===== config.mk =====
export PLATFORM = sky130hd
export DESIGN_NAME = fetch_queue
export DESIGN_NICKNAME = d
export VERILOG_FILES = /design/src/rtl/fetch_queue.sv
export SDC_FILE = /design/constraint.sdc
export NUM_CORES = 1
export LEC_CHECK = 0
export ABC_CLOCK_PERIOD_IN_PS = 3790
export CAP_MARGIN = 20
export CORE_ASPECT_RATIO = 1.75
export CORE_MARGIN = 2
export CORE_UTILIZATION = 55
export CTS_CLUSTER_SIZE = 20
export DETAILED_ROUTE_END_ITERATION = 10
export PLACE_DENSITY = 0.79
export SLEW_MARGIN = 40
export SYNTH_ARGS = -nofsm -noshare
export SYNTH_HDL_FRONTEND = slang
export SYNTH_SLANG_ARGS = --single-unit

===== constraint.sdc =====
create_clock -name clk -period 3.79 [get_ports clk]
set_clock_uncertainty 0.05 [all_clocks]
set_input_delay 0.9475 -clock clk [delete_from_list [all_inputs] [get_ports clk]]
set_output_delay 0.9475 -clock clk [all_outputs]
set_load 0.02 [all_outputs]

===== src/rtl/fetch_queue.sv =====
// Fetch-side instruction buffer between the PC register and Decode.
// Tags address errors on entry and drops all contents on flush.
module fetch_queue #(
  parameter int unsigned DEPTH    = 4,
  parameter logic [31:0] RESET_PC = 32'h0000_3000,
  parameter logic [31:0] PC_LO    = 32'h0000_3000,
  parameter logic [31:0] PC_HI    = 32'h0000_6FFF
) (
  input  logic                       clk,
  input  logic                       reset,
  input  logic                       in_valid,
  input  logic [31:0]                in_pc,
  input  logic [31:0]                in_instr,
  input  logic                       in_bd,
  output logic                       in_ready,
  input  logic                       flush,
  output logic                       out_valid,
  input  logic                       out_ready,
  output logic [31:0]                out_pc,
  output logic [31:0]                out_instr,
  output logic [4:0]                 out_exc,
  output logic                       out_bd,
  output logic [$clog2(DEPTH+1)-1:0] count
);

  localparam int unsigned PTR_W   = $clog2(DEPTH);
  localparam int unsigned CNT_W   = $clog2(DEPTH + 1);
  localparam logic [4:0]  EXC_ADEL = 5'd4;

  typedef struct packed {
    logic [31:0] pc;
    logic [31:0] instr;
    logic [4:0]  exc;
    logic        bd;
  } entry_t;

  entry_t           mem_q [DEPTH];
  logic [PTR_W-1:0] wr_ptr_q, wr_ptr_d;
  logic [PTR_W-1:0] rd_ptr_q, rd_ptr_d;
  logic [CNT_W-1:0] count_q, count_d;

  logic   push_c, pop_c, addr_err_c;
  entry_t wr_entry_c, head_c;

  assign in_ready  = (count_q != CNT_W'(DEPTH));
  assign out_valid = (count_q != '0);
  assign count     = count_q;

  assign push_c = in_valid & in_ready & ~flush;
  assign pop_c  = out_valid & out_ready & ~flush;

  // Misaligned or out-of-window fetches become AdEL with a zeroed instruction.
  assign addr_err_c = (in_pc[1:0] != 2'b00) || (in_pc < PC_LO) || (in_pc > PC_HI);

  always_comb begin
    wr_entry_c.pc    = in_pc;
    wr_entry_c.bd    = in_bd;
    wr_entry_c.instr = in_instr;
    wr_entry_c.exc   = 5'd0;
    if (addr_err_c) begin
      wr_entry_c.instr = 32'd0;
      wr_entry_c.exc   = EXC_ADEL;
    end
  end

  always_comb begin
    wr_ptr_d = wr_ptr_q;
    rd_ptr_d = rd_ptr_q;
    count_d  = count_q;
    if (flush) begin
      count_d  = '0;
      rd_ptr_d = wr_ptr_q;
    end else begin
      if (push_c) wr_ptr_d = wr_ptr_q + PTR_W'(1);
      if (pop_c)  rd_ptr_d = rd_ptr_q + PTR_W'(1);
      if (push_c && !pop_c)      count_d = count_q + CNT_W'(1);
      else if (pop_c && !push_c) count_d = count_q - CNT_W'(1);
    end
  end

  always_ff @(posedge clk or negedge reset) begin
    if (!reset) begin
      wr_ptr_q <= '0;
      rd_ptr_q <= '0;
      count_q  <= '0;
    end else begin
      wr_ptr_q <= wr_ptr_d;
      rd_ptr_q <= rd_ptr_d;
      count_q  <= count_d;
    end
  end

  // Slot payload needs no reset; occupancy alone decides what is visible.
  always_ff @(posedge clk) begin
    if (push_c) mem_q[wr_ptr_q] <= wr_entry_c;
  end

  assign head_c = mem_q[rd_ptr_q];

  always_comb begin
    out_pc    = RESET_PC;
    out_instr = 32'd0;
    out_exc   = 5'd0;
    out_bd    = 1'b0;
    if (out_valid) begin
      out_pc    = head_c.pc;
      out_instr = head_c.instr;
      out_exc   = head_c.exc;
      out_bd    = head_c.bd;
    end
  end

endmodule


==> run summary, run 1 <==
CP startpoint kind: flop
Warnings from Yosys: 0
Power Density: 690 nW/µm²
Synth Cell Area: 10800 µm²
Area grow syn2layout: 24.4%
Tcrit/Tclk final: 96.5%
Max Slew Vio Count: 0
Gr usage total: 21.1%
Shortest period the worst path allows: 3660 ps
Worst slack at placement: 284 ps
P_int: 6.69 mW
Worst-path clk slew: 70 ps
Status: finished, final reports clean
TritonRoute pass-1 iters: 4
First-pass GRT wire length: 32600 µm
Gate count of the mapped netlist: 534
Worst skew pair latency: 510 ps
Post-synthesis xor/xnor area fraction: 0.404%
Final setup violation count: 0
Post-Synth Simple-Gate Area: 7.24%
Die width: 110 µm
RSZ-0062 raised after global routing: false
Fillers: 1214
Die area: 20900 µm²
IO Port Bufs: 140
Slew @ Worst Pin: 631 ps
Leakage: 4.45 nW
Combinational share of power: 31.7%
Synth area leaders: edfxtp_1 (73%), mux4_2 (14%), and2_1 (5.9%), dfrtp_1 (1.6%), buf_2 (0.46%)
Finished Layout Cells: 947
Gpl congestion: 0.739
R2r startpoint: count[2]
CTS Hold Bufs: 0
Crit path to: out_instr[7]
Sum Neg Setup Slack: 0 ps
Final core occ: 70.2%
Vias in the first global route: 5968
Smallest hold slack: 533 ps
Flops & latches, synth: 271
Wire length per cell: 22.6 µm
Ant. Diodes: 0
Inst Count DP: 904
DR vias: 5474
Num CTS Buffers: 24
Post-Syn Area per Cell: 20.3 µm²
Final antenna-violating net count: 0
Compound-gate portion of the synthesized area: 1.05%
Crit path capture type: output port
Pin count of the biggest net entering global routing: 54
Slew headroom: 57.6%
Clock Tree Root: clkbuf_16
Final WS setup: 131 ps
DR DRC count: 0
Starting density of the core: 56.4%
Post-synth top area cell: edfxtp_1
Highest Clock Rate: 273 MHz
Reg2reg setup slack: 1210 ps
Die Span Y: 190 µm
Hold Fails Final Rpt: 0
NetSw: 2.61 mW
Total wire length: 21400 µm
Core ar.: 19200 µm²
Crit Path Category: reg2out
RR Endpoint: count[1]
FP Rows: 67
CTS Buffer Depth: 3
Nets: 764
Max cap viols: 0
H-Tree Depth: 1
Clk network pwr share: 28.4%
Num ports: 145
Worst Reg-to-Reg Cells: 9
Final instance area: 13500 µm²
Reg power frac: 39.9%
DP Wirelength: 13200 µm
Antenna violations before repair: 0
Total power: 9.30 mW
Vias per cell: 5.78
Sequential-to-total area share from yosys stat: 74.8%
Hold crit path type: reg2reg
Peak supply drop: 0.000504 V
Post-synthesis cell type count: 36
Share of the synthesized area in the top cell type: 73.2%
Req. time, crit path: 2790 ps
GR Overflow Total: 0
Adder-cell share of the synthesized area: 0.647%
Crit Path Max Fanout: 24
1st-iter DRT viols: 404
Dpl cell area: 12600 µm²
Crit path from: rd_ptr_q[0]
Critical Path AT: 2660 ps
CTS tree: built
Switching Fraction: 28.0%
Mux cell area share after synthesis: 13.7%
Largest family of logic cells by synthesized area: multiplexers
Clk sinks: 271
Share of layout cells above drive strength 1: 18.4%
==> cells in the mapped netlist, drive strengths merged <==
library cell	number
inv	7
nor2	5
ha	4
a211oi	2
a311oi	1
nand2	7
mux4	66
dfrtp	7
nor4	4
nand4	1
nand2b	2
a221oi	1
o21ai	6
nand3	2
buf	19
fa	1
clkbuf	13
or2	2
and2	102
o311ai	1
a21oi	2
o211ai	1
a31oi	2
edfxtp	264
xor2	4
xnor2	1
o31ai	1
nor3	5
conb	1
==> critical path, cell delays in order, from the launching register on <==
cell and delay [ps]:
dfrtp_4 430, buf_4 400, mux4_2 580, and2_1 190, clkdlybuf4s50_1 550
==> power groups by stage <==
stage / clock network (mW) / registers [mW] / logic (mW)
4_1_cts: 2.68 / 3.71 / 3.00
3_5_place_dp: 0 / 3.78 / 2.99
6_report: 2.64 / 3.71 / 2.95
5_1_grt: 2.78 / 3.73 / 3.17
2_1_floorplan: 0 / 3.72 / 1.92
3_3_place_gp: 0 / 3.75 / 2.94
==> logic make-up after synthesis <==
| family | after synthesis |
|---|---|
| compound gates | 17 |
| xor+xnor | 5 |
| fa+ha+maj | 5 |
| buf+inv | 39 |
| flops | 271 |
| mux | 66 |
| other cells | 1 |
| simple gates | 130 |
==> registers in the layout (all words and copies together), names as in the netlist <==
name,flops
mem_q,264
count,3
wr_ptr_q,2
rd_ptr_q,2
==> placed cells by master, fill, tap and decap left out, types with 3 or more instances in the layout <==
master           instances
nand2_1                  7
clkinv_1                 5
nor3_1                   3
buf_12                   8
edfxtp_1               264
clkbuf_16               25
dfrtp_1                  5
xor2_1                   4
clkinv_2                 4
clkdlybuf4s50_1        140
inv_1                    6
and2_4                   4
mux4_2                  66
nor2_1                   5
buf_4                   10
nor4_1                   4
and2_1                  98
conb_1                   4
ha_1                     4
bufinv_16                6
o21ai_0                  6
==> what timing repair did <==
| item | in CTS | in global routing |
|---|---|---|
| resized for setup | 0 | 2 |
| setup buffers | 0 | 0 |
| endpoints found under the setup margin | 0 | 5 |
==> layer usage <==
layer	GRT usage, %	wire length (µm)	vias up
li1	-	-	2412
met1	25.1	7960	2822
met2	38.2	11800	197
met3	3.32	1060	43
met4	7.45	619	0
met5	0	0	-
==> cell type report <==
cell class / instances / area, µm² / share of cell area [%]
clock buffer: 27 / 633 / 4.70
tap: 241 / 302 / 2.24
multi-input combinational: 227 / 2530 / 18.8
timing repair buffer: 158 / 1640 / 12.2
inverter: 7 / 28.8 / 0.214
sequential: 271 / 8110 / 60.2
clock inverter: 16 / 228 / 1.69
==> how the worst min path moves through the flow <==
stage                startpoint           to  slack (ps)  depth (start not counted)
finish              wr_ptr_q[1]  rd_ptr_q[1]         530                          2
CTS                 wr_ptr_q[1]  rd_ptr_q[1]         530                          2
floorplan           wr_ptr_q[1]  rd_ptr_q[1]         450                          2
detailed placement  wr_ptr_q[1]  rd_ptr_q[1]         500                          2
global route        wr_ptr_q[1]  rd_ptr_q[1]         570                          2
global placement    wr_ptr_q[1]  rd_ptr_q[1]         480                          2
(Power assumes the default switching activity.)
==> run 2, diff against run 1 <==
- GPL_TIMING_DRIVEN: not set -> 1
==> results of run 2 <==
Final layout, timing and power as in run 1 (identical DEF).
==> run 3, diff against run 2 <==
- CORE_MARGIN: 2 -> not set
==> run 3 against run 2 <==
Power is 1.3% lower. Final cell count is 0.11% lower. Largest power group unchanged. Register-to-register slack better by 30 ps. Setup slack better by 30 ps. Fmax is 0.82% higher. Via count is 0.18% lower. Highest routed layer unchanged. Flip-flop and latch count stayed put. Worst hold slack worse by 35 ps. Die area is 2.9% lower. Count of clock-buffer cells in the layout stayed put. Critical path depth stayed put. First-iteration DRC count is 4.5% lower.
==> run summary, run 3 (synthesis results as in run 1) <==
Status: finished, final reports clean (unchanged)
Gr usage total: 22.0% (was 21.1%)
Nets: 764 (unchanged)
Finished Layout Cells: 946 (was 947)
Smallest hold slack: 498 ps (was 533 ps)
DR vias: 5464 (was 5474)
Shortest period the worst path allows: 3630 ps (was 3660 ps)
H-Tree Depth: 1 (unchanged)
Die area: 20300 µm² (was 20900 µm²)
Most flops, register: mem_q (unchanged)
Most frequent cells in the layout: edfxtp_1 (264), clkdlybuf4s50_1 (140), and2_1 (98), mux4_2 (66), clkbuf_16 (23) (was edfxtp_1 (264), clkdlybuf4s50_1 (140), and2_1 (98), mux4_2 (66), clkbuf_16 (25))
Worst skew pair latency: 510 ps (about the same)
Ant. Diodes: 0 (unchanged)
Worst-path clk slew: 70 ps (about the same)
Dpl cell area: 12700 µm² (was 12600 µm²)
CTS Buffer Depth: 3 (unchanged)
Tcrit/Tclk final: 95.8% (was 96.5%)
CTS Hold Bufs: 0 (unchanged)
Power Density: 682 nW/µm² (was 690 nW/µm²)
Reg2reg setup slack: 1240 ps (was 1210 ps)
Final WS setup: 161 ps (was 131 ps)
Max cap viols: 0 (unchanged)
Gpl congestion: 0.720 (was 0.739)
Sum Neg Setup Slack: 0 ps (unchanged)
Num CTS Buffers: 23 (was 24)
TritonRoute pass-1 iters: 4 (unchanged)
Share of layout cells above drive strength 1: 18.2% (was 18.4%)
Highest Clock Rate: 276 MHz (was 273 MHz)
Total power: 9.17 mW (was 9.30 mW)
Starting density of the core: 56.4% (unchanged)
Inst Count DP: 905 (was 904)
Final antenna-violating net count: 0 (unchanged)
Final core occ: 70.0% (was 70.2%)
CP startpoint kind: flop (unchanged)
Die width: 108 µm (was 110 µm)
IO Port Bufs: 140 (unchanged)
Num ports: 145 (unchanged)
Peak supply drop: 0.000544 V (was 0.000504 V)
Core ar.: 19200 µm² (unchanged)
First-pass GRT wire length: 33000 µm (was 32600 µm)
DP Wirelength: 13100 µm (was 13200 µm)
Clock Tree Root: clkbuf_16 (unchanged)
Die Span Y: 188 µm (was 190 µm)
Fillers: 1224 (was 1214)
RSZ-0062 raised after global routing: false (unchanged)
Vias per cell: 5.78 (about the same)
CTS tree: built (unchanged)
Crit path capture type: output port (unchanged)
Hold Fails Final Rpt: 0 (unchanged)
Req. time, crit path: 2790 ps (about the same)
Area grow syn2layout: 24.1% (was 24.4%)
Vias in the first global route: 5989 (was 5968)
FP Rows: 67 (unchanged)
Clk sinks: 271 (unchanged)
Slew @ Worst Pin: 530 ps (was 631 ps)
GR Overflow Total: 0 (unchanged)
Max Slew Vio Count: 0 (unchanged)
Leakage: 4.43 nW (was 4.45 nW)
CTS resizes: 0 (unchanged)
Wire length per cell: 22.3 µm (was 22.6 µm)
1st-iter DRT viols: 386 (was 404)
Crit Path Max Fanout: 34 (was 24)
Antenna violations before repair: 0 (unchanged)
Slew headroom: 64.7% (was 57.6%)
Worst slack at placement: 468 ps (was 284 ps)
Total wire length: 21100 µm (was 21400 µm)
Most common cell after layout, fill and taps aside: edfxtp_1 (unchanged)
Crit Path Category: reg2out (unchanged)
Hold crit path type: reg2reg (unchanged)
Critical Path AT: 2630 ps (was 2660 ps)
Final setup violation count: 0 (unchanged)
Pin count of the biggest net entering global routing: 68 (was 54)
Max reg flops: 264 (unchanged)
Setup bufs post-CTS: 0 (unchanged)
DR DRC count: 0 (unchanged)
Final instance area: 13400 µm² (was 13500 µm²)
## run 3: cell count changes in the layout (fill, tap and decap cells not counted), sizes merged
| cell | delta |
|---|---|
| buf | +1 |
| bufinv | -1 |
| inv | -1 |
| clkinvlp | +1 |
| clkinv | -1 |
## run 3: area by class of cell
cell class / count / area [µm²] / share of cell area (%)
flip-flops and latches: 271 / 8110 / 60.3
multi-input cells: 227 / 2530 / 18.8
clock inverters: 14 / 193 / 1.43
well taps: 241 / 302 / 2.24
inverters: 7 / 26.3 / 0.195
repair buffers: 159 / 1690 / 12.6
clock buffers: 27 / 591 / 4.39
## run 3: report_power, final
part           switching (mW)  internal, mW
Clock                   0.998          1.45
Combinational            1.41          1.55
Sequential              0.181          3.59
## run 3: worst max-delay path, stage by stage (launching register included)
cell and delay, ps:
dfrtp_4 770, buf_4 300, mux4_2 330, and2_1 180, clkdlybuf4s50_1 530
## run 3: metal layers
metal | vias up | track usage, % | routed length (µm)
met3 | 40 | 2.61 | 938
met4 | 0 | 7.17 | 546
li1 | 2416 | - | -
met1 | 2855 | 26.2 | 7830
met5 | - | 0 | 0
met2 | 153 | 40.7 | 11800
## run 3: worst paths after layout
kind	start	end	depth (start not counted)
max in group asynchronous	reset	rd_ptr_q[0]	1
max reg2reg	count[2]	count[1]	10
min	wr_ptr_q[1]	rd_ptr_q[1]	2
max	rd_ptr_q[1]	out_instr[11]	4
min reg2reg	wr_ptr_q[1]	rd_ptr_q[1]	2
min in group asynchronous	reset	count[1]	1
